<file path="src/rtl/id_link_pkg.sv">
// rtl/id_link_pkg.sv - shared constants, field positions and state encoding for the ID link
package id_link_pkg;

  localparam logic [15:0] SYNC_WORD = 16'hBEAF;
  localparam logic [1:0]  TAG_REQ   = 2'b11;
  localparam logic [1:0]  TAG_ACK   = 2'b10;

  localparam int TAG_MSB  = 31;
  localparam int TAG_LSB  = 30;
  localparam int PWR_MSB  = 29;
  localparam int PWR_LSB  = 26;
  localparam int SND_MSB  = 25;
  localparam int SND_LSB  = 21;
  localparam int ASG_MSB  = 20;
  localparam int ASG_LSB  = 16;
  localparam int SYNC_MSB = 15;
  localparam int SYNC_LSB = 0;

  typedef enum logic [1:0] {
    ST_IDLE   = 2'd0,
    ST_CHECK  = 2'd1,
    ST_ACK    = 2'd2,
    ST_LOCKED = 2'd3
  } state_t;

  function automatic logic [3:0] sat_inc(input logic [3:0] v, input logic [3:0] lim);
    return (v >= lim) ? lim : v + 4'd1;
  endfunction

endpackage

</file>
<file path="src/rtl/id_frame_check.sv">
// rtl/id_frame_check.sv - combinational decode of a request word into fields and validity flags
module id_frame_check
  import id_link_pkg::*;
(
  input  logic [31:0] i_data,
  output logic [3:0]  o_power,
  output logic [4:0]  o_sender,
  output logic [4:0]  o_assigned,
  output logic        o_candidate,
  output logic        o_well_formed
);

  logic [1:0] w_tag;

  assign w_tag       = i_data[TAG_MSB:TAG_LSB];
  assign o_power     = i_data[PWR_MSB:PWR_LSB];
  assign o_sender    = i_data[SND_MSB:SND_LSB];
  assign o_assigned  = i_data[ASG_MSB:ASG_LSB];
  assign o_candidate = (i_data[SYNC_MSB:SYNC_LSB] == SYNC_WORD);

  // ID 0 is reserved, so sender 31 wrapping to 0 is rejected by the nonzero test
  assign o_well_formed = o_candidate && (w_tag == TAG_REQ) &&
                         (o_assigned != 5'd0) &&
                         (o_assigned == o_sender + 5'd1);

endmodule

</file>
<file path="src/rtl/id_responder.sv">
// rtl/id_responder.sv - accepts one layer-ID request, acknowledges it, then locks until reset
module id_responder
  import id_link_pkg::*;
#(
  parameter int ACK_HOLD = 4,
  parameter int ERR_SAT  = 15
) (
  input  logic        clk,
  input  logic        rst_n,
  input  logic [31:0] data_in,
  input  logic [3:0]  min_power,
  output logic [31:0] ack_out,
  output logic        ack_valid,
  output logic [4:0]  chip_id,
  output logic [3:0]  power_level,
  output logic        id_valid,
  output logic [3:0]  bad_cnt,
  output logic [3:0]  rej_cnt
);

  localparam logic [3:0] SAT_LIM   = 4'(ERR_SAT);
  localparam logic [3:0] HOLD_LAST = 4'(ACK_HOLD - 1);

  logic [3:0] w_power;
  logic [4:0] w_sender;
  logic [4:0] w_assigned;
  logic       w_candidate;
  logic       w_well_formed;

  state_t      r_state;
  logic [3:0]  r_pwr;
  logic [4:0]  r_snd;
  logic [4:0]  r_asg;
  logic [3:0]  r_hold;
  logic [31:0] r_ack_out;
  logic        r_ack_valid;
  logic [4:0]  r_chip_id;
  logic [3:0]  r_power_level;
  logic        r_id_valid;
  logic [3:0]  r_bad_cnt;
  logic [3:0]  r_rej_cnt;

  id_frame_check u_frame_check (
    .i_data        (data_in),
    .o_power       (w_power),
    .o_sender      (w_sender),
    .o_assigned    (w_assigned),
    .o_candidate   (w_candidate),
    .o_well_formed (w_well_formed)
  );

  always_ff @(posedge clk) begin
    if (!rst_n) begin
      r_state       <= ST_IDLE;
      r_pwr         <= 4'd0;
      r_snd         <= 5'd0;
      r_asg         <= 5'd0;
      r_hold        <= 4'd0;
      r_ack_out     <= 32'd0;
      r_ack_valid   <= 1'b0;
      r_chip_id     <= 5'd0;
      r_power_level <= 4'd0;
      r_id_valid    <= 1'b0;
      r_bad_cnt     <= 4'd0;
      r_rej_cnt     <= 4'd0;
    end else begin
      case (r_state)
        ST_IDLE: begin
          if (w_well_formed) begin
            r_pwr   <= w_power;
            r_snd   <= w_sender;
            r_asg   <= w_assigned;
            r_state <= ST_CHECK;
          end else if (w_candidate) begin
            r_bad_cnt <= sat_inc(r_bad_cnt, SAT_LIM);
          end
        end
        ST_CHECK: begin
          // Outputs are loaded here so ack_valid rises on the first ACK cycle
          if (r_pwr >= min_power) begin
            r_ack_valid   <= 1'b1;
            r_ack_out     <= {TAG_ACK, r_pwr, r_asg, r_snd, SYNC_WORD};
            r_chip_id     <= r_asg;
            r_power_level <= r_pwr;
            r_hold        <= 4'd0;
            r_state       <= ST_ACK;
          end else begin
            r_rej_cnt <= sat_inc(r_rej_cnt, SAT_LIM);
            r_state   <= ST_IDLE;
          end
        end
        ST_ACK: begin
          if (r_hold == HOLD_LAST) begin
            r_ack_valid <= 1'b0;
            r_ack_out   <= 32'd0;
            r_id_valid  <= 1'b1;
            r_state     <= ST_LOCKED;
          end else begin
            r_hold <= r_hold + 4'd1;
          end
        end
        ST_LOCKED: begin
          r_state <= ST_LOCKED;
        end
        default: begin
          r_state <= ST_IDLE;
        end
      endcase
    end
  end

  assign ack_out     = r_ack_out;
  assign ack_valid   = r_ack_valid;
  assign chip_id     = r_chip_id;
  assign power_level = r_power_level;
  assign id_valid    = r_id_valid;
  assign bad_cnt     = r_bad_cnt;
  assign rej_cnt     = r_rej_cnt;

endmodule

</file>
<file path="config.mk">
export PLATFORM = sky130hd
export DESIGN_NAME = id_responder
export DESIGN_NICKNAME = d
export VERILOG_FILES = /design/src/rtl/id_link_pkg.sv /design/src/rtl/id_frame_check.sv /design/src/rtl/id_responder.sv
export SDC_FILE = /design/constraint.sdc
export NUM_CORES = 1
export LEC_CHECK = 0
export BUFFER_PORTS_ARGS = -buffer_cell sky130_fd_sc_hd__buf_4
export CORE_MARGIN = 2
export CORE_UTILIZATION = 45
export DETAILED_ROUTE_END_ITERATION = 7
export GPL_ROUTABILITY_DRIVEN = 0
export HOLD_SLACK_MARGIN = 0.02
export PLACE_DENSITY = 0.82
export SETUP_SLACK_MARGIN = 0.05
export SLEW_MARGIN = 10
export SYNTH_ARGS = -nofsm -noshare
export SYNTH_HDL_FRONTEND = slang
export SYNTH_SLANG_ARGS = --single-unit
</file>
<file path="constraint.sdc">
create_clock -name clk -period 2.9 [get_ports clk]
set_clock_uncertainty 0.15 [all_clocks]
set_input_delay 0.145 -clock clk [delete_from_list [all_inputs] [get_ports clk]]
set_output_delay 0.145 -clock clk [all_outputs]
set_load 0.01 [all_outputs]
</file>
==> results of run 1 <==
[cell families (layout without fill, tap and decap cells)]
family,count (synthesis),in the layout,share of synthesized area (%)
simple gates,85,85,17.9
fa+ha+maj,8,8,4.13
mux,17,17,7.02
buf+inv,36,115,8.47
compound gates,49,49,16.4
xor+xnor,6,6,2.17
flops,53,53,43.8
other cells,1,5,0.155
[how the worst max path moves through the flow]
stage	startpoint	endpoint	slack [ns]	cells past startpoint
4_1_cts	data_in[22]	r_pwr[3]	0.41	9
2_1_floorplan	r_pwr[0]	ack_out[20]	0.67	9
3_5_place_dp	r_pwr[0]	ack_out[22]	0.55	8
6_report	data_in[22]	r_pwr[3]	0.41	9
5_1_grt	data_in[22]	r_pwr[3]	0.19	9
3_3_place_gp	r_pwr[0]	ack_out[20]	0.60	8
[registers in the layout, indices dropped and copies added, names as in the netlist]
register     cells
r_snd            5
bad_cnt          4
r_state          2
ack_out         15
r_hold           4
r_pwr            4
power_level      4
chip_id          5
r_asg            5
id_valid         1
rej_cnt          4
[synthesized netlist by cell type, drive strengths merged]
library cell	instances	area share (%)
clkbuf	7	1.1
nor3	8	1.9
nor2b	1	0.26
a22oi	1	0.31
o211a	1	0.41
mux2i	17	7.0
nand3b	2	0.62
a211o	1	0.36
or4b	2	0.98
nand3	7	1.4
nand2	36	5.6
or4	2	0.62
o21ba	1	0.41
a21o	4	1.2
o311a	1	0.41
a31oi	3	1.0
o211ai	2	0.62
a22o	22	8.0
nor3b	1	0.31
o31ai	4	1.2
o21ai	2	0.57
o41ai	1	0.36
xnor2	3	1.1
a211oi	1	0.31
ha	8	4.1
or3	1	0.26
inv	9	1.4
nand4b	3	1.1
conb	1	0.15
a21oi	4	0.83
nand2b	7	1.8
and2	1	0.26
nor2	8	1.2
xor2	3	1.1
o311ai	1	0.36
and3	2	0.52
buf	20	6.0
dfxtp	53	44
nand4	2	0.52
nor4	2	0.52
[layer usage]
layer	part of all wire, %	wire, µm	vias to the layer above	global-route usage, %
met2	47	2630	81	32.0
met5	0	0	-	0
met3	5.8	328	10	3.95
li1	-	-	1053	-
met1	46	2590	977	24.6
met4	1.6	92	0	6.79
[final cells by class]
cell class	count	area, µm²
clock buffers	5	68.8
clock inverters	3	25.0
fillers	447	1920
inverters	9	33.8
multi-input cells	170	1180
flip-flops and latches	53	1060
well taps	70	87.6
repair buffers	98	768
[power breakdown]
group	internal, W	leakage, nW	switching (W)
sequential	0.000727	0.427	0.000000000582
combinational	0.0000611	1.05	0.0000528
clock	0.000175	0.0447	0.000256
[worst max-delay path, stage by stage]
cell,delay [ns]
dlygate4sd3_1,0.54
buf_4,0.15
ha_1,0.28
xor2_1,0.16
nor4_1,0.23
mux2i_1,0.15
nor2_1,0.14
nand2_1,0.47
mux2i_1,0.25
[stage by stage]
stage               cell area [µm²]  total power (W)  hold WS, ns  worst slack (ns)
floorplan                      2440         0.000794        0.134             0.671
global placement               3000         0.000841        0.258             0.604
detailed placement             3000         0.000843        0.261             0.547
CTS                            3220          0.00128        0.109             0.412
global route                   3220          0.00132        0.123             0.192
finish                         3220          0.00127        0.120             0.415
==> reports/results.ini, run 1 <==
[outcome]
status=finished clean

[worst_setup_path]
rrSetupSlack_ns=0.53
r2r-end=ack_out[16]
cp-end-kind=flop
required_ns=2.92
reg2reg_depth=8
reg2reg_from=r_pwr[0]
path_max_fanout=14
critPathLaunchType=input pin
crit_type=input pin to flop
cp.arrival_ns=2.50

[placement]
place_inst=387
hpwlAfterDp_um=4030
numPortBuffers=83

[sta]
fin_setup_tns_ns=0
rsz0062_at_grt=no
fin_crit_sh_pct=85.7
max_freq_mhz=402
finalHoldViolations=0
worstMarginPinSlew_ns=0.763
period_needed_ns=2.49
report.final.setup_viol=0
maxSlewHeadroom_pct=49.0
drv_slew=0

[cells_and_area]
fin_nets=383
utilization_pct=62.7
antenna_cells=0
instances_no_fill=408
syn_to_final_growth_pct=32.9
layout-drive-gt1-share_pct=29.3
layout_commonest_cell=buf_4
layout_common_cells=85 x buf_4, 53 x dfxtp_1, 36 x nand2_1

[detailed_routing]
vias=2121
vias_per_cell=5.20
routedWlPerCell_um=13.8
wl_um=5640
dr.pass1.iters=4
initialDrtViolationCount=94
drtAntennaViolNets=0
drc=0

[clocking]
postCtsHoldBufs=13
cts-htree-levels=2
clkTransAtPathRegs_ns=0.10
clockBufferDepth=2
post-cts-setup-buffer-count=0
worstSkewPairLatency_ns=0.31
tritoncts=done
cts_root_buffer=clkbuf_8
cts_resized=0
cts_buffers=5
cts.sinks=53

[yosys]
ys_seq_area_share_pct=43.8
ys_ff_latch=53
synth_cells=255
synth_area_per_cell_um2=9.50
yosys_warnings=0
syn-cell-area_um2=2420
synth_cell_types=45

[global_routing]
grt_pass1_vias=2018
grt_usage_pct=19.2
grt_max_degree=41
grt_pass1_wl_um=9380
grt-ovfl-total=0
antenna_found_initial=0

[worst_hold_path]
hp-start=rst_n
hold_path_end=bad_cnt[2]
min_path_type=input pin to flop
holdPathStages=2

[die]
io_pins=89
die_y_um=77.4
die_x_um=77.4
core-area_um2=5140
die_area_um2=5990
rows=26
initial_core_util_pct=47.2

[job]
maxCapViolCount=0

[power]
ir_drop_uv=219
p_per_area_nw_per_um2=395
p_leak_nw=1.52

Note: power is estimated with default switching activity, not from simulation.
==> inputs of run 2 (changes only) <==
GPL_TIMING_DRIVEN = 0   (was unset)
==> run 2 against run 1 <==
Net effect: via count up 6.9%; sequential share of layout area down 1.6 points; design area up 5.2%; critical path type is now flop to flop; clock power down 4.7%; total power down 0.81%; non-clock buffer count up 26; critical endpoint is now ack_out[16]; register-to-register slack worse by 0.20 ns; critical path depth unchanged; worst setup slack worse by 0.084 ns; die area unchanged; first-iteration DRC count up 30%; count of clock-buffer cells in the layout unchanged.
==> reports/results.ini, run 2 (same netlist as run 1, synthesis figures left out) <==
[outcome]
status=finished clean

[clocking]
cts_root_buffer=clkbuf_8
post-cts-setup-buffer-count=0  ; unchanged
clkTransAtPathRegs_ns=0.10  ; about the same
tritoncts=done
clockBufferDepth=2  ; unchanged
cts_buffers=5  ; unchanged
cts-htree-levels=2  ; unchanged
cts.sinks=53  ; unchanged
worstSkewPairLatency_ns=0.30  ; about the same

[worst_hold_path]
min_path_type=input pin to flop
holdPathStages=5  ; +3
hold_path_end=r_state[0]
hp-start=data_in[6]

[detailed_routing]
vias_per_cell=5.22  ; +0.48%
vias=2267  ; +6.9%
wl_um=5860  ; +3.9%
drtAntennaViolNets=0  ; unchanged
routedWlPerCell_um=13.5  ; -2.3%
drc=0  ; unchanged
dr.pass1.iters=4  ; unchanged
initialDrtViolationCount=122  ; +30%

[sta]
fin_crit_sh_pct=88.6  ; +2.9 points
max_freq_mhz=389  ; -3.3%
whs_ns=0.117  ; -0.00338 ns
maxSlewHeadroom_pct=60.6  ; +12 points
rsz0062_at_grt=no
period_needed_ns=2.57  ; +0.0844 ns
drv_slew=0  ; unchanged
worstMarginPinSlew_ns=0.591  ; -0.172 ns
report.final.setup_viol=0  ; unchanged
fin_setup_tns_ns=0  ; unchanged
finalHoldViolations=0  ; unchanged

[power]
power_frac_clock_pct=32.5  ; -1.3 points
switchingPower_w=0.000295  ; -4.4%
combPwrFrac_pct=9.8  ; +0.8 points
ir_drop_uv=209  ; -5.0%
p_leak_nw=1.63  ; +7.3%
p_sw_share_pct=23.4  ; -0.87 points
p_per_area_nw_per_um2=372  ; -5.7%
seqPwrFrac_pct=57.7  ; +0.5 points
power.internal_w=0.000966  ; +0.33%

[global_routing]
grt_usage_pct=20.2  ; +1.0 points
grt_pass1_vias=2124  ; +5.3%
antenna_found_initial=0  ; unchanged
grt_max_degree=18  ; -56%
grt-ovfl-total=0  ; unchanged
grt_pass1_wl_um=9820  ; +4.7%

[job]
maxCapViolCount=0  ; unchanged

[worst_setup_path]
path_max_fanout=10  ; -4
r2r-end=ack_out[16]
required_ns=3.00  ; +0.08 ns
crit_type=flop to flop
reg2reg_from=r_pwr[0]
cp-end-kind=flop
rrSetupSlack_ns=0.33  ; -0.20 ns
reg2reg_depth=9  ; +1
critPathLaunchType=flop
cp.arrival_ns=2.67  ; +0.17 ns

[die]
die_y_um=77.4  ; unchanged
initial_core_util_pct=47.2  ; unchanged
rows=26  ; unchanged
die_x_um=77.4  ; unchanged
core-area_um2=5140  ; unchanged
die_area_um2=5990  ; unchanged
io_pins=89  ; unchanged

[cells_and_area]
antenna_cells=0  ; unchanged
layout-drive-gt1-share_pct=31.9  ; +2.6 points
layout_commonest_cell=buf_4
syn_to_final_growth_pct=39.9
largest_reg_flops=15  ; unchanged
fin_nets=409  ; +6.8%
layout_common_cells=101 x buf_4, 53 x dfxtp_1, 36 x nand2_1

[placement]
numPortBuffers=83  ; unchanged
hpwlAfterDp_um=4300  ; +6.5%

[run 2: cell type report]
cell class,count,area (µm²)
Buffer,27,171
Multi-Input combinational cell,170,1180
Sequential cell,53,1060
Clock buffer,5,68.8
Inverter,9,33.8
Tap cell,70,87.6
Timing Repair Buffer,97,763
Clock inverter,3,22.5
Fill cell,445,1750
[run 2: critical path, stage by stage, from the launching register on]
cell and delay [ns]:
dfxtp_1 0.40, inv_1 0.06, ha_1 0.26, nand2b_1 0.09, a21o_1 0.12, a21o_1 0.22, a21oi_1 0.11, nor3_1 0.46
clkbuf_1 0.43, a22o_1 0.22
[run 2: layer usage]
| layer | track usage (%) | up-vias | share of wire (%) |
|---|---|---|---|
| met5 | 0 | - | 0 |
| met3 | 3.72 | 6 | 6.1 |
| li1 | - | 1107 | - |
| met1 | 26.6 | 1067 | 45 |
| met2 | 33.5 | 87 | 48 |
| met4 | 6.43 | 0 | 1.1 |
[run 2: per-stage QoR]
| stage | area [µm²] | setup slack [ns] | cells | util, % | total power, W |
|---|---|---|---|---|---|
| finish | 3390 | 0.331 | 434 | 65.9 | 0.00126 |
| global route | 3390 | 0.102 | 434 | 65.9 | 0.00132 |
| CTS | 3380 | 0.215 | 434 | 65.8 | 0.00127 |
| detailed placement | 3150 | 0.247 | 412 | 61.3 | 0.000850 |
| global placement | 3150 | 0.258 | 412 | 61.3 | 0.000849 |
| floorplan | 2440 | 0.671 | 259 | - | 0.000794 |
[run 2: what timing repair did]
action,4_1_cts,5_1_grt
endpoints found under the setup margin,0,10
gates resized for setup,0,1
hold buffers,14,0
endpoints found under the hold margin,14,0
[run 2: worst max-delay path by stage]
stage               slack [ns]           to  startpoint  depth (start not counted)
finish                    0.33  ack_out[16]    r_pwr[0]                          9
global route              0.10  ack_out[24]    r_pwr[0]                          9
CTS                       0.22  ack_out[22]    r_pwr[0]                          9
detailed placement        0.25  ack_out[22]    r_pwr[0]                          9
global placement          0.26  ack_out[20]    r_pwr[0]                          9
floorplan                 0.67  ack_out[20]    r_pwr[0]                          9
[run 2: power groups by stage]
stage	Combinational, W	Sequential, W	Clock (W)
after floorplan	0.0000495	0.000744	0
after detailed placement	0.000106	0.000744	0
final	0.000124	0.000727	0.000410
after global routing	0.000136	0.000727	0.000455
after CTS	0.000121	0.000727	0.000420
after global placement	0.000105	0.000744	0
